**config.mk**
```make
export PLATFORM = sky130hd
export DESIGN_NAME = camera_frame_writer
export DESIGN_NICKNAME = d
export VERILOG_FILES = /design/src/rtl/camera_frame_writer.sv
export SDC_FILE = /design/constraint.sdc
export NUM_CORES = 1
export LEC_CHECK = 0
export CELL_PAD_IN_SITES_DETAIL_PLACEMENT = 0
export CELL_PAD_IN_SITES_GLOBAL_PLACEMENT = 1
export CORE_MARGIN = 2
export CORE_UTILIZATION = 40
export DETAILED_ROUTE_END_ITERATION = 8
export MAX_ROUTING_LAYER = met4
export PLACE_DENSITY = 0.81
export RECOVER_POWER = 50
export SYNTH_ARGS = -nofsm -noshare
export SYNTH_HDL_FRONTEND = slang
export SYNTH_SLANG_ARGS = --single-unit
```
**constraint.sdc**
```tcl
create_clock -name clk -period 2.9 [get_ports clk]
set_clock_uncertainty 0.15 [all_clocks]
set_input_delay 0.87 -clock clk [delete_from_list [all_inputs] [get_ports clk]]
set_output_delay 0.87 -clock clk [all_outputs]
set_load 0.01 [all_outputs]
```
**src/rtl/camera_frame_writer.sv**
```systemverilog
// DVP camera capture: binarizes the Y channel, packs 8 px/byte MSB-first and writes one frame to SPRAM.
// Optional `FRAME_STATS_EN adds white_count (1-bits written in the last committed frame).
`timescale 1ns / 1ps

module camera_frame_writer #(
   parameter int unsigned IMG_W  = 320,
   parameter int unsigned IMG_H  = 240,
   parameter logic [7:0]  THRESH = 8'd128,
   parameter int unsigned BYTES  = IMG_W * IMG_H / 8
) (
   input  logic        clk,
   input  logic        nreset,
   input  logic        cam_pclk,
   input  logic        cam_href,
   input  logic        cam_vsync,
   input  logic [7:0]  cam_data,
   output logic [16:0] spram_wr_addr,
   output logic [7:0]  spram_wr_data,
   output logic        spram_wr_en,
   output logic        buffer_ready,
   input  logic        frame_read_complete,
`ifdef FRAME_STATS_EN
   output logic [16:0] white_count,
`endif
   output logic        frame_drop
);

   localparam logic [16:0] BytesW = 17'(BYTES);

   typedef enum logic [1:0] {StWaitVs, StWaitStart, StCapture, StReady} state_e;

   state_e      state_q;
   logic [2:0]  pclk_sr, href_sr, vs_sr;
   logic [7:0]  data_s1, data_s2;
   logic [7:0]  pack_q;
   logic [2:0]  bit_cnt_q;
   logic [16:0] byte_cnt_q;
   logic        phase_q;
   logic        wr_pend_q;
`ifdef FRAME_STATS_EN
   logic [16:0] white_cnt_q;
`endif

   // Two sync flops then one history flop; data shares the pclk delay so samples line up.
   always_ff @(posedge clk or negedge nreset) begin
      if (!nreset) begin
         pclk_sr <= '0;
         href_sr <= '0;
         vs_sr   <= '0;
         data_s1 <= '0;
         data_s2 <= '0;
      end else begin
         pclk_sr <= {pclk_sr[1:0], cam_pclk};
         href_sr <= {href_sr[1:0], cam_href};
         vs_sr   <= {vs_sr[1:0], cam_vsync};
         data_s1 <= cam_data;
         data_s2 <= data_s1;
      end
   end

   logic       pclk_rise, href_rise, vs_rise, vs_fall, href_lvl;
   logic       y_sample, y_bit;
   logic [7:0] pack_next;

   always_comb begin
      pclk_rise = pclk_sr[1] & ~pclk_sr[2];
      href_rise = href_sr[1] & ~href_sr[2];
      vs_rise   = vs_sr[1] & ~vs_sr[2];
      vs_fall   = ~vs_sr[1] & vs_sr[2];
      href_lvl  = href_sr[1];
      // A sample coinciding with href rising is the first Y byte of the line.
      y_sample  = pclk_rise & href_lvl & (href_rise | ~phase_q);
      y_bit     = (data_s2 >= THRESH);
      pack_next = {pack_q[6:0], y_bit};
   end

   always_ff @(posedge clk or negedge nreset) begin
      if (!nreset) begin
         state_q       <= StWaitVs;
         pack_q        <= '0;
         bit_cnt_q     <= '0;
         byte_cnt_q    <= '0;
         phase_q       <= 1'b0;
         wr_pend_q     <= 1'b0;
         spram_wr_addr <= '0;
         spram_wr_data <= '0;
         spram_wr_en   <= 1'b0;
         buffer_ready  <= 1'b0;
         frame_drop    <= 1'b0;
`ifdef FRAME_STATS_EN
         white_cnt_q   <= '0;
         white_count   <= '0;
`endif
      end else begin
         spram_wr_en <= wr_pend_q;
         wr_pend_q   <= 1'b0;
         frame_drop  <= 1'b0;
         unique case (state_q)
            StWaitVs: begin
               if (vs_rise) state_q <= StWaitStart;
            end
            StWaitStart: begin
               if (vs_fall) begin
                  state_q    <= StCapture;
                  byte_cnt_q <= '0;
                  bit_cnt_q  <= '0;
                  phase_q    <= 1'b0;
`ifdef FRAME_STATS_EN
                  white_cnt_q <= '0;
`endif
               end
            end
            StCapture: begin
               if (vs_rise) begin
                  if (byte_cnt_q == BytesW) begin
                     state_q <= StReady;
`ifdef FRAME_STATS_EN
                     white_count <= white_cnt_q;
`endif
                  end else begin
                     frame_drop <= 1'b1;
                     state_q    <= StWaitStart;
                  end
               end else begin
                  if (pclk_rise && href_lvl) phase_q <= href_rise ? 1'b1 : ~phase_q;
                  else if (href_rise)        phase_q <= 1'b0;
                  if (y_sample) begin
                     pack_q    <= pack_next;
                     bit_cnt_q <= bit_cnt_q + 3'd1;
                     if (bit_cnt_q == 3'd7 && byte_cnt_q < BytesW) begin
                        wr_pend_q     <= 1'b1;
                        spram_wr_addr <= byte_cnt_q;
                        spram_wr_data <= pack_next;
                        byte_cnt_q    <= byte_cnt_q + 17'd1;
`ifdef FRAME_STATS_EN
                        white_cnt_q   <= white_cnt_q + 17'($countones(pack_next));
`endif
                     end
                  end
               end
            end
            StReady: begin
               if (frame_read_complete) begin
                  buffer_ready <= 1'b0;
                  state_q      <= StWaitVs;
               end else begin
                  buffer_ready <= 1'b1;
               end
            end
         endcase
      end
   end

endmodule

```
==> metrics.cfg, run 1 <==
[clocking]
cts_root_buf = clkbuf_8
clock-sinks = 70
path_clk_slew_ns = 0.07
postCtsResizedCells = 0
hold_buffers = 0
h-tree-depth = 3
worstSkewPairLatency_ns = 0.35
cts_setup_buffers = 0
cts_made_buffers = 9
cts_max_path_buffers = 2
cts_tree = done

[synthesis]
ys_seq_area_share_pct = 61.59
synth.avg_cell_area_um2 = 12.47
synth-simple-area-share_pct = 13.86
synth_fa_ha_area_share_pct = 1.760
synth_compound_area_share_pct = 9.063
syn_area_mm2 = 0.002844
synth_mux_area_share_pct = 11.83
syn_inst = 228
synth_top_family_by_area = simple AND/OR/NAND/NOR gates
yosys_register_bits = 70
synth-xor-area-share_pct = 0
synth_nets = 246
post_synth_num_cell_types = 37
ys_warn_count = 0

[routing]
drtIter0Drc = 60
drc = 0
firstDrtPassIters = 4
totalWireLength_um = 5050
ant_nets = 0
vias_per_cell = 5.065
wire_per_inst_um = 13.58
num_vias = 1884

[floorplan]
core-area_mm2 = 0.006832
num_rows = 30
start_util_pct = 41.63
ios = 42
dieHeight_um = 88.32
die_area_mm2 = 0.007800
fp.dieW_um = 88.32

[place]
post_dp_cell_area_mm2 = 0.003311
dpl_worst_slack_ns = 0.7037
hpwl_um = 3391
portBuffers = 34
gp_routability_congestion = 0.8600

[worst_setup_path]
crit_path_top_delay_cell = clkdlybuf4s50_1
cp.arrival_ns = 1.24
crit_start = spram_wr_addr[2]$_DFFE_PN0P_
r2r-end = spram_wr_data[1]$_DFFE_PN0P_
ff2ff_setup_slack_ns = 0.68
path_max_fanout = 2
crit_path_start_kind = register
endpoint_kind = output port
cp.depth = 1
rr_worst_depth = 5
max_stage_delay_ns = 0.54
cp_top_family = buffers and inverters
required_ns = 1.88
crit_type = reg -> out
worstReg2RegStart = state_q[0]$_DFFE_PN0P_
crit_chain = clkdlybuf4s50_1
crit_buf_inv = 1

[final_layout]
nets = 289
finalInstanceArea_mm2 = 0.003538
most-common-layout-cells = 70 x dfrtp_1, 28 x nand2_1, 28 x clkdlybuf4s50_1
post-route-util_pct = 51.79
area_growth_pct = 24.42
drive_gt1_share_pct = 17.03
layout_commonest_cell = dfrtp_1
n_antenna_cell = 0

[pwr]
p_per_area_mw_per_mm2 = 651.0
total_power_w = 0.002303
ir_drop_mv = 0.2910
power.static_leakage_nw = 1.599

[global_routing]
grt_pass1_wl_um = 8804
grt.total_usage_pct = 15.38
grt_max_degree = 42
grt-ovfl-total = 0
grt_pass1_vias = 1883
antenna_found_initial = 0

[min_path]
whs_path_depth = 0
hold-path-endpoint = pclk_sr[1]$_DFF_PN0_
hp-class = reg -> reg
worstHoldStart = pclk_sr[0]$_DFF_PN0_

[sta]
clock.fmax_mhz = 442.3
slew_headroom_pct = 33.90
hold_violations = 0
min_period_over_period_pct = 77.96
final.setup.tns_ns = 0
tightest_slew_ns = 0.9915
slew_viol_final = 0
worst_slack_ns = 0.6392
rsz0062_at_grt = false
layout_min_cycle_time_ns = 2.261
setup_viol = 0

[outcome]
outcome = complete, no violations

[run]
drv_cap = 0

==> where the power goes <==
group	internal (W)	switching, W	leakage (nW)
registers	0.00103	0.0000430	0.947
logic	0.000111	0.000156	0.532
clock network	0.000596	0.000366	0.120
total	0.00174	0.000565	1.60
==> layout make-up <==
cell class                      count  area, um2
Clock buffer                       11      141.4
Inverter                            2      7.507
Sequential cell                    70       1752
Clock inverter                      5      106.4
Tap cell                           96      120.1
Fill cell                         638       3293
Timing Repair Buffer               40      372.9
Multi-Input combinational cell    148       1039
==> worst max path at each step <==
stage,to
6_report,spram_wr_addr[2]
5_1_grt,bit_cnt_q[0]$_DFFE_PN0P_
4_1_cts,spram_wr_addr[2]
3_5_place_dp,spram_wr_data[6]$_DFFE_PN0P_
3_3_place_gp,spram_wr_data[5]$_DFFE_PN0P_
2_1_floorplan,spram_wr_addr[2]$_DFFE_PN0P_
==> per-stage QoR <==
| step | std cells | hold WS (ns) |
|---|---|---|
| 3_3_place_gp | 356 | 0.1848 |
| 5_1_grt | 372 | 0.2034 |
| 3_5_place_dp | 356 | 0.1847 |
| 2_1_floorplan | 228 | 0.1812 |
| 4_1_cts | 372 | 0.2012 |
| 6_report | 372 | 0.2009 |
==> Yosys cell counts <==
cell type	count	share of area (%)
o211ai_1	1	0.26
or3_1	2	0.44
buf_4	2	0.53
buf_6	1	0.40
nor4_4	1	0.75
nand3_1	3	0.53
nand2b_1	5	1.1
and3_1	3	0.66
nor2b_1	7	1.5
nor4_1	2	0.44
dfrtp_1	70	62
nand3_2	1	0.35
o2bb2ai_2	1	0.53
o21ba_2	1	0.35
o41ai_1	2	0.62
a22o_1	1	0.31
mux2_1	9	3.6
or2_2	2	0.44
and2_1	3	0.66
and4_1	2	0.62
a41oi_1	2	0.62
a21oi_1	7	1.2
ha_1	4	1.8
or2_1	1	0.22
nor3_1	1	0.18
nand4_1	4	0.88
a31oi_1	15	3.3
and2b_2	1	0.31
inv_1	2	0.26
nand2_1	28	3.7
o31ai_1	1	0.26
mux2i_1	1	0.35
clkbuf_1	4	0.53
buf_2	1	0.18
o21ai_0	9	1.6
nor2_1	8	1.1
mux2_2	20	7.9
==> kinds of logic after synthesis <==
group	count (synthesis)
buffers and inverters	10
adders and majority gates	4
AOI/OAI and AO/OA	40
DFF	70
and+or+nand+nor	74
muxes	30
==> state kept, by name, summed over array words and instances, names as in the netlist <==
| register | flops |
|---|---|
| frame_drop | 1 |
| vs_sr | 3 |
| spram_wr_data | 8 |
| data_s1 | 1 |
| buffer_ready | 1 |
| pclk_sr | 3 |
| pack_q | 7 |
| spram_wr_addr | 17 |
| data_s2 | 1 |
| state_q | 2 |
| href_sr | 3 |
| byte_cnt_q | 17 |
| wr_pend_q | 1 |
| spram_wr_en | 1 |
| bit_cnt_q | 3 |
| phase_q | 1 |
==> per-layer routing <==
metal,part of all wire (%),track usage [%],vias up
li1,-,-,907
met1,48,19.47,930
met2,46,22.97,38
met3,3.9,3.825,9
met4,2.2,7.851,0
met5,0,-,-
(Power assumes the default switching activity.)
==> inputs of run 2 (changes only) <==
==> constraint.sdc (replaced) <==
create_clock -name clk -period 2.3 [get_ports clk]
set_clock_uncertainty 0.15 [all_clocks]
set_input_delay 0.69 -clock clk [delete_from_list [all_inputs] [get_ports clk]]
set_output_delay 0.69 -clock clk [all_outputs]
set_load 0.01 [all_outputs]
==> run 2 against run 1 <==
Net effect: the run now ends with max-capacitance violations, max-slew violations left; register-to-register slack worse by 0.47 ns; global-route usage is 0.72 points lower; wire length is 0.61% higher; non-clock buffer count is 2 higher; cell count is 0.54% higher; critical endpoint is now spram_wr_data[4]$_DFFE_PN0P_; die area stayed put; clock power is 2.8% lower; utilization is 0.48 points lower.
==> metrics.cfg, run 2 (synthesis results as in run 1) <==
[routing]
num_vias = 1881  ; was 1884
totalWireLength_um = 5081  ; was 5050 um
vias_per_cell = 5.029  ; was 5.065
ant_nets = 0  ; unchanged
firstDrtPassIters = 4  ; unchanged
drc = 0  ; unchanged
wire_per_inst_um = 13.59  ; was 13.58 um
drtIter0Drc = 113  ; was 60

[place]
gp_routability_congestion = 0.8528  ; was 0.8600
hpwl_um = 3225  ; was 3391 um
portBuffers = 34  ; unchanged

[clocking]
clock-sinks = 70  ; unchanged
cts_setup_buffers = 0  ; unchanged
cts_max_path_buffers = 2  ; unchanged
postCtsResizedCells = 0  ; unchanged
path_clk_slew_ns = 0.07  ; about the same
h-tree-depth = 3  ; unchanged
hold_buffers = 0  ; unchanged
cts_root_buf = clkbuf_8  ; unchanged
worstSkewPairLatency_ns = 0.34  ; was 0.35 ns
cts_tree = done  ; unchanged
cts_made_buffers = 9  ; unchanged

[sta]
min_period_over_period_pct = 90.82
layout_min_cycle_time_ns = 2.089
tightest_slew_ns = 1.508  ; was 0.9915 ns
clock.fmax_mhz = 478.7
slew_viol_final = 70  ; was 0
hold_violations = 0  ; unchanged
rsz0062_at_grt = false  ; unchanged
setup_viol = 0  ; unchanged
slew_headroom_pct = -0.5508  ; was 33.90%
final.setup.tns_ns = 0  ; unchanged

[final_layout]
most-common-layout-cells = 70 x dfrtp_1, 28 x nand2_1, 28 x clkdlybuf4s50_1  ; unchanged
layout_commonest_cell = dfrtp_1  ; unchanged
post-route-util_pct = 51.32  ; was 51.79%
fillers = 630  ; was 638
area_growth_pct = 23.27  ; was 24.42%
reg.largest.list = byte_cnt_q (17), spram_wr_addr (17), spram_wr_data (8)  ; unchanged
drive_gt1_share_pct = 17.63  ; was 17.03%
nets = 291  ; was 289
n_antenna_cell = 0  ; unchanged

[floorplan]
num_rows = 30  ; unchanged
ios = 42  ; unchanged
dieHeight_um = 88.32  ; unchanged
core-area_mm2 = 0.006832  ; unchanged
start_util_pct = 41.63  ; unchanged
die_area_mm2 = 0.007800  ; unchanged
fp.dieW_um = 88.32  ; unchanged

[pwr]
netSwitchingPower_w = 0.0006853  ; was 0.0005654 W
p_clk_share_pct = 35.6  ; was 41.8%
ir_drop_mv = 0.5483  ; was 0.2910 mV
p_sw_share_pct = 26.08  ; was 24.55%
power.static_leakage_nw = 1.588  ; was 1.599 nW
p_int_w = 0.001943  ; was 0.001738 W
p_comb_share_pct = 12.8  ; was 11.6%
p_per_area_mw_per_mm2 = 749.6  ; was 651.0 mW/mm2
power_frac_seq_pct = 51.6  ; was 46.6%

[global_routing]
grt_pass1_vias = 1820  ; was 1883
grt_pass1_wl_um = 8487  ; was 8804 um
antenna_found_initial = 0  ; unchanged
grt.total_usage_pct = 14.65  ; was 15.38%
grt_max_degree = 71  ; was 42
grt-ovfl-total = 0  ; unchanged

[outcome]
violations = max-capacitance violations, max-slew violations
outcome = finished, violations left  ; was complete, no violations

[worst_setup_path]
crit_path_start_kind = register  ; unchanged
required_ns = 2.37  ; was 1.88 ns
crit_type = reg -> reg  ; was reg -> out
cp.arrival_ns = 2.16  ; was 1.24 ns
endpoint_kind = register  ; was output port
path_max_fanout = 37  ; was 2

[run]
drv_cap = 1  ; was 0

[min_path]
hp-class = reg -> reg  ; unchanged

[run 2: changes by cell type in the layout (fill, tap and decap cells not counted), moves of 2 or more]
cell and delta:
buf_2 +2, buf_4 +2, bufinv_16 -2, clkinv_2 +2
[run 2: final timing paths]
path                                            start                      endpoint  slack [ns]  depth (start not counted)
max                        byte_cnt_q[11]$_DFFE_PN0P_  spram_wr_data[4]$_DFFE_PN0P_        0.21                          5
min                              href_sr[0]$_DFF_PN0_          href_sr[1]$_DFF_PN0_        0.20                          0
max reg2reg                byte_cnt_q[11]$_DFFE_PN0P_  spram_wr_data[4]$_DFFE_PN0P_        0.21                          5
min reg2reg                      href_sr[0]$_DFF_PN0_          href_sr[1]$_DFF_PN0_        0.20                          0
max in group asynchronous                      nreset         pack_q[5]$_DFFE_PN0P_        0.43                          2
min in group asynchronous                      nreset      buffer_ready$_DFFE_PN0N_        0.67                          2
[run 2: power groups by stage]
stage                     registers, W  clock network [W]  logic, W
final                          0.00136           0.000935  0.000337
after global routing           0.00136            0.00101  0.000375
after CTS                      0.00135           0.000969  0.000351
after global placement         0.00138                  0  0.000341
after detailed placement       0.00138                  0  0.000348
after floorplan                0.00137                  0  0.000217
[run 2: stage by stage]
step	power (W)	worst slack [ns]	cell area, um2	cells	hold slack, ns
final	0.002628	0.2111	3506	374	0.1993
after global routing	0.002751	0.1003	3506	374	0.2037
after floorplan	0.001587	0.1206	2844	228	0.1812
after CTS	0.002675	0.2024	3521	374	0.1981
after detailed placement	0.001726	0.2245	3338	358	0.1855
after global placement	0.001717	0.2478	3338	358	0.1846
[run 2: cell type report]
class	count	area (um2)	area share, %
Clock buffer	12	135.1	3.854
Inverter	2	7.507	0.2141
Clock inverter	4	47.55	1.356
Timing Repair Buffer	42	405.4	11.56
Sequential cell	70	1752	49.96
Tap cell	96	120.1	3.426
Multi-Input combinational cell	148	1039	29.62
[run 2: critical path: stages (launching register included)]
cell,delay [ns]
dfrtp_1,0.42
or2_1,0.27
o2bb2ai_2,0.17
nor4_4,0.33
buf_12,0.25
mux2_2,0.36
[run 2: metal layers]
layer | up-vias | GRT usage (%) | routed length (um)
met3 | 8 | 4.384 | 201
met4 | 0 | 6.198 | 74
met2 | 40 | 22.15 | 2298
met5 | - | - | 0
met1 | 921 | 18.40 | 2507
li1 | 912 | - | -
==> inputs of run 3 (changes only) <==
--- a/config.mk
+++ b/config.mk
@@ -5,7 +5,7 @@
 export SDC_FILE = /design/constraint.sdc
 export NUM_CORES = 1
 export LEC_CHECK = 0
-export CELL_PAD_IN_SITES_DETAIL_PLACEMENT = 0
+export CELL_PAD_IN_SITES_DETAIL_PLACEMENT = 1
 export CELL_PAD_IN_SITES_GLOBAL_PLACEMENT = 1
 export CORE_MARGIN = 2
 export CORE_UTILIZATION = 40
==> run 3 against run 2 <==
Net effect: the run still ends with max-capacitance violations, max-slew violations left; first-iteration DRC count decreased by 35%; hold slack improved by 0.0028 ns; critical path depth unchanged; global-route usage increased by 1.8 points; critical endpoint unchanged.
==> metrics.cfg, run 3 (synthesis results as in run 1) <==
[final_layout]
n_antenna_cell = 0  ; unchanged
reg.largest.list = byte_cnt_q (17), spram_wr_addr (17), spram_wr_data (8)  ; unchanged
fillers = 745  ; was 630
layout_commonest_cell = dfrtp_1  ; unchanged
most-common-layout-cells = 70 x dfrtp_1, 28 x nand2_1, 28 x clkdlybuf4s50_1  ; unchanged
area_growth_pct = 22.31  ; was 23.27%
nets = 291  ; unchanged
drive_gt1_share_pct = 18.05  ; was 17.63%

[floorplan]
start_util_pct = 41.63  ; unchanged
ios = 42  ; unchanged
core-area_mm2 = 0.006832  ; unchanged
fp.dieW_um = 88.32  ; unchanged
die_area_mm2 = 0.007800  ; unchanged
num_rows = 30  ; unchanged
dieHeight_um = 88.32  ; unchanged

[clocking]
cts_setup_buffers = 0  ; unchanged
cts_root_buf = clkbuf_8  ; unchanged
cts_made_buffers = 9  ; unchanged
clock-sinks = 70  ; unchanged
h-tree-depth = 3  ; unchanged
worstSkewPairLatency_ns = 0.35  ; was 0.34 ns
path_clk_slew_ns = 0.07  ; about the same
cts_max_path_buffers = 2  ; unchanged
postCtsResizedCells = 0  ; unchanged
cts_tree = done  ; unchanged
hold_buffers = 0  ; unchanged

[pwr]
p_per_area_mw_per_mm2 = 727.2  ; was 749.6 mW/mm2
ir_drop_mv = 0.3434  ; was 0.5483 mV
power.static_leakage_nw = 1.580  ; was 1.588 nW
total_power_w = 0.002529  ; was 0.002628 W

[global_routing]
grt_pass1_wl_um = 9432  ; was 8487 um
grt-ovfl-total = 0  ; unchanged
grt_pass1_vias = 2006  ; was 1820
grt_max_degree = 71  ; unchanged
antenna_found_initial = 0  ; unchanged
grt.total_usage_pct = 16.45  ; was 14.65%

[routing]
vias_per_cell = 5.137  ; was 5.029
wire_per_inst_um = 15.01  ; was 13.59 um
num_vias = 1916  ; was 1881
ant_nets = 0  ; unchanged
firstDrtPassIters = 4  ; unchanged
totalWireLength_um = 5600  ; was 5081 um
drtIter0Drc = 73  ; was 113
drc = 0  ; unchanged

[worst_setup_path]
required_ns = 2.38  ; was 2.37 ns
crit_type = reg -> reg  ; unchanged
path_max_fanout = 37  ; unchanged
endpoint_kind = register  ; unchanged
cp.arrival_ns = 2.18  ; was 2.16 ns
crit_path_start_kind = register  ; unchanged

[run]
drv_cap = 1  ; unchanged

[sta]
min_period_over_period_pct = 91.56  ; was 90.82%
hold-worst-slack_ns = 0.2021  ; was 0.1993 ns
rsz0062_at_grt = false  ; unchanged
tightest_slew_ns = 1.521  ; was 1.508 ns
hold_violations = 0  ; unchanged
final.setup.tns_ns = 0  ; unchanged
slew_headroom_pct = -1.421  ; was -0.5508%
setup_viol = 0  ; unchanged
slew_viol_final = 71  ; was 70
clock.fmax_mhz = 474.9  ; was 478.7 MHz
layout_min_cycle_time_ns = 2.106  ; was 2.089 ns

[place]
gp_routability_congestion = 0.8528  ; unchanged
hpwl_um = 3699  ; was 3225 um
portBuffers = 34  ; unchanged

[min_path]
hp-class = reg -> reg  ; unchanged

[outcome]
outcome = finished, violations left  ; unchanged
violations = max-capacitance violations, max-slew violations  ; unchanged

==> run 3: changes by cell type in the layout (fill, tap and decap cells not counted) <==
cell,change
bufinv_16,-1
clkinv_2,+2
clkbuf_1,-2
==> run 3: critical path, stage by stage (launching register included) <==
cell,delay (ns)
dfrtp_1,0.42
or2_1,0.27
o2bb2ai_2,0.17
nor4_4,0.34
buf_12,0.26
mux2_2,0.36
==> run 3: area by class of cell <==
type	instances	area (um2)	area share, %
repair buffers	42	405.4	11.65
well taps	96	120.1	3.453
multi-input cells	148	1039	29.86
inverters	2	7.507	0.2158
flip-flops and latches	70	1752	50.36
clock buffers	10	127.6	3.669
clock inverters	5	27.53	0.7914
==> run 3: metal layers <==
| layer | up-vias | part of all wire (%) | track usage, % |
|---|---|---|---|
| li1 | 900 | - | - |
| met1 | 970 | 47 | 21.38 |
| met2 | 37 | 48 | 24.61 |
| met3 | 9 | 3.9 | 5.131 |
| met4 | 0 | 1.2 | 5.510 |
| met5 | - | 0 | - |
==> run 3: power breakdown <==
group	switching (W)	total [W]	internal, W
sequential	0.0000578	0.00136	0.00130
clock	0.000450	0.000827	0.000377
combinational	0.000201	0.000344	0.000144
total	0.000708	0.00253	0.00182
==> run 3: worst paths after layout <==
| path | cells past startpoint | to | slack, ns | start |
|---|---|---|---|---|
| setup / recovery | 5 | spram_wr_data[4]$_DFFE_PN0P_ | 0.19 | byte_cnt_q[11]$_DFFE_PN0P_ |
| hold / removal | 0 | pclk_sr[1]$_DFF_PN0_ | 0.20 | pclk_sr[0]$_DFF_PN0_ |
| setup reg to reg | 5 | spram_wr_data[4]$_DFFE_PN0P_ | 0.19 | byte_cnt_q[11]$_DFFE_PN0P_ |
| hold reg to reg | 0 | pclk_sr[1]$_DFF_PN0_ | 0.20 | pclk_sr[0]$_DFF_PN0_ |
| max in group asynchronous | 2 | spram_wr_addr[0]$_DFFE_PN0P_ | 0.42 | nreset |
| min in group asynchronous | 2 | spram_wr_addr[15]$_DFFE_PN0P_ | 0.67 | nreset |
==> run 3: metrics by stage <==
step | instance area, um2 | std cells | utilization, % | setup WS (ns)
detailed placement | 3338 | 358 | 48.86 | 0.2069
floorplan | 2844 | 228 | - | 0.1206
global route | 3478 | 373 | 50.92 | 0.08014
global placement | 3338 | 358 | 48.86 | 0.2478
CTS | 3493 | 373 | 51.14 | 0.1939
finish | 3478 | 373 | 50.92 | 0.1941
==> edit, RTL diff (config.mk and constraints of run 1) <==
Reset style: synchronous (`nreset`), changed in 2 clocked blocks.
--- a/src/rtl/camera_frame_writer.sv
+++ b/src/rtl/camera_frame_writer.sv
@@ -44,3 +44,3 @@
    // Two sync flops then one history flop; data shares the pclk delay so samples line up.
-   always_ff @(posedge clk or negedge nreset) begin
+   always_ff @(posedge clk) begin
       if (!nreset) begin
@@ -76,3 +76,3 @@
 
-   always_ff @(posedge clk or negedge nreset) begin
+   always_ff @(posedge clk) begin
       if (!nreset) begin
Check against the original RTL: differs if nreset is asserted again (counterexample within 10 cycles, from zero or initial values and one cycle with nreset low); with nreset held inactive, the same outputs for 10 cycles.
==> edit against run 1 <==
Maximum frequency decreased by 16%; sequential share of layout area decreased by 9.4 points; sequential cell count unchanged; count of clock-buffer cells in the layout decreased by 1; routed wire length increased by 24%; design area decreased by 1.1%; final cell count increased by 27%; setup slack got worse by 430 ps; synthesized area decreased by 0.26%; via count increased by 31%; register-to-register slack got worse by 230 ps; critical endpoint is now byte_cnt_q[3]$_SDFFE_PN0P_.
Power is not compared: it rests on default switching activity, and its combinational part moved more than twofold at a synthesized area within 25%.
==> edit: results (changes against run 1) <==
Run status:
- The run finished with clean final reports.

Synth:
- The cell count after synthesis is 337 (+48%).
- The proportion of synthesized chip area in sequential cells was 49.4% (-12 points).
- The number of distinct library cells after synthesis is 39 (+5.4%).
- The proportion of synthesized flip-flops having asynchronous set or reset is 0% (-100 points).
- The number of flops mapped to enable cells by yosys is 0 (unchanged).
- Ranked by total cell area, the synthesized netlist is headed by sky130_fd_sc_hd__dfxtp_1, sky130_fd_sc_hd__nand2_1, sky130_fd_sc_hd__a21oi_1.
- The number of warnings issued by yosys is 0 (unchanged).
- The total nets after synthesis is 355 (+44%).
- Sorting the synthesized cells by how often they occur yields sky130_fd_sc_hd__nand2_1, sky130_fd_sc_hd__dfxtp_1, sky130_fd_sc_hd__a21oi_1.

Setup path:
- On the critical path, the stage with the largest delay is an instance of sky130_fd_sc_hd__dlygate4sd3_1.
- The critical path's largest stage delay is 540 ps (about the same).
- The maximum net fanout on the critical path is 4 (+2).
- The worst endpoint data arrival time is 2820 ps (+1580 ps).
- On the critical path the largest part of the delay comes from simple AND/OR/NAND/NOR gates.

Power and ir drop:
- The leakage power figure is 1.21 nW.
- The switching part of the total is 21.6%.
- The power per cell area is 543 nW/um^2.
- VDD sags by at most 0.305 mV.
- For the combinational group, total power comes out at 0.0000495 W.
- The sequential share of power is 51.1%.

Min path:
- The path type of the worst min-delay path is flip-flop to flip-flop.

Finish:
- The layout cell share with drive strength beyond 1 came to 9.26% (-7.8 points).
- The total of fill cells in the finished design was 716 (+12%).
- The final cell count without fillers was 474 (+27%).
- The final net count is 391 (+35%).
- The largest registers in the layout are byte_cnt_q (17), spram_wr_addr (17), spram_wr_data (8).
- The total inserted antenna cells was 0 (unchanged).

Clock network:
- The buffers inserted during post-CTS setup optimization is 0 (unchanged).
- The clock transition at the registers of the reported paths is 70 ps (about the same).
- The later-pin clock latency in the skew report was 350 ps (about the same).
- The number of levels the H-tree was split into came to 3 (unchanged).
- The total CTS buffers is 9 (unchanged).
- The cell at the root of the clock tree is sky130_fd_sc_hd__clkbuf_8.
- The number of buffers on the longest clock path is 2 (unchanged).
- The post-cts gate resize count is 0 (unchanged).

Global routing:
- The maximum number of pins on one net before global-route repair came to 37 (-12%).
- The number of antenna violations at the first check in global routing is 0 (unchanged).
- The via count of the first global-routing pass is 2309 (+23%).
- The wire length of the first global-routing pass was 10.8 mm (+22%).
- The overall global routing resource usage is 18.2% (+2.9 points).

Placed design:
- The quantity of I/O buffers inserted on ports is 34 (unchanged).
- The total placed cells including tap cells came to 458 (+29%).
- The final weighted congestion in routability-driven placement is 0.896 (+4.2%).
- The post-placement cell area is 3280 um^2 (-0.91%).
- The HPWL after detailed placement is 4.10 mm (+21%).

Routing:
- The first-iteration detailed-routing DRC count came to 146 (+140%).
- The number of detailed-routing iterations run before antenna repair is 5 (+1).
- The via count of the routed design came to 2461 (+31%).
- The wire length after detailed routing is 6.26 mm (+24%).

Timing:
- The number of endpoints failing setup at the final stage was 0 (unchanged).
- The worst-margin pin slew was 755 ps (-237 ps).
edit: per-stage QoR:
stage / util [%] / hold WS [ps] / worst slack (ps)
after floorplan: - / 262 / 493
after global routing: 51.2 / 300 / 97.0
after CTS: 51.3 / 286 / 297
after global placement: 48.0 / 264 / -65.3
final: 51.2 / 284 / 207
after detailed placement: 48.0 / 269 / -57.6
edit: cell type report:
type / count / area (um^2) / share of cell area [%]
sequential: 70 / 1400 / 40.1
multi-input combinational: 242 / 1310 / 37.6
timing repair buffer: 46 / 425 / 12.2
clock buffer: 10 / 138 / 3.93
tap: 96 / 120 / 3.43
clock inverter: 6 / 85.1 / 2.43
inverter: 4 / 15.0 / 0.429
edit: per-layer routing:
layer | vias to the layer above | wire [um] | GRT usage [%] | part of all wire, %
li1 | 1248 | - | - | -
met1 | 1147 | 3000 | 22.7 | 48
met2 | 52 | 2850 | 27.8 | 46
met3 | 14 | 255 | 3.73 | 4.1
met4 | 0 | 153 | 9.64 | 2.4
met5 | - | 0 | - | 0
edit: kinds of logic (layout without fill, tap and decap cells):
family / Yosys count / after routing / synth area share (%)
compound gates: 79 / 79 / 16.9
fa+ha+maj: 4 / 4 / 1.76
buf+inv: 25 / 66 / 4.45
flops: 70 / 70 / 49.4
mux: 1 / 1 / 0.353
simple gates: 158 / 158 / 27.2
edit: final timing paths:
path                                             startpoint                         end  slack (ps)  depth (start not counted)
worst max-delay path                                 nreset  byte_cnt_q[3]$_SDFFE_PN0P_         210                          7
worst min-delay path                    vs_sr[0]$_SDFF_PN0_         vs_sr[1]$_SDFF_PN0_         280                          1
worst max register to register  byte_cnt_q[14]$_SDFFE_PN0P_  byte_cnt_q[3]$_SDFFE_PN0P_         450                          6
worst min register to register          vs_sr[0]$_SDFF_PN0_         vs_sr[1]$_SDFF_PN0_         280                          1
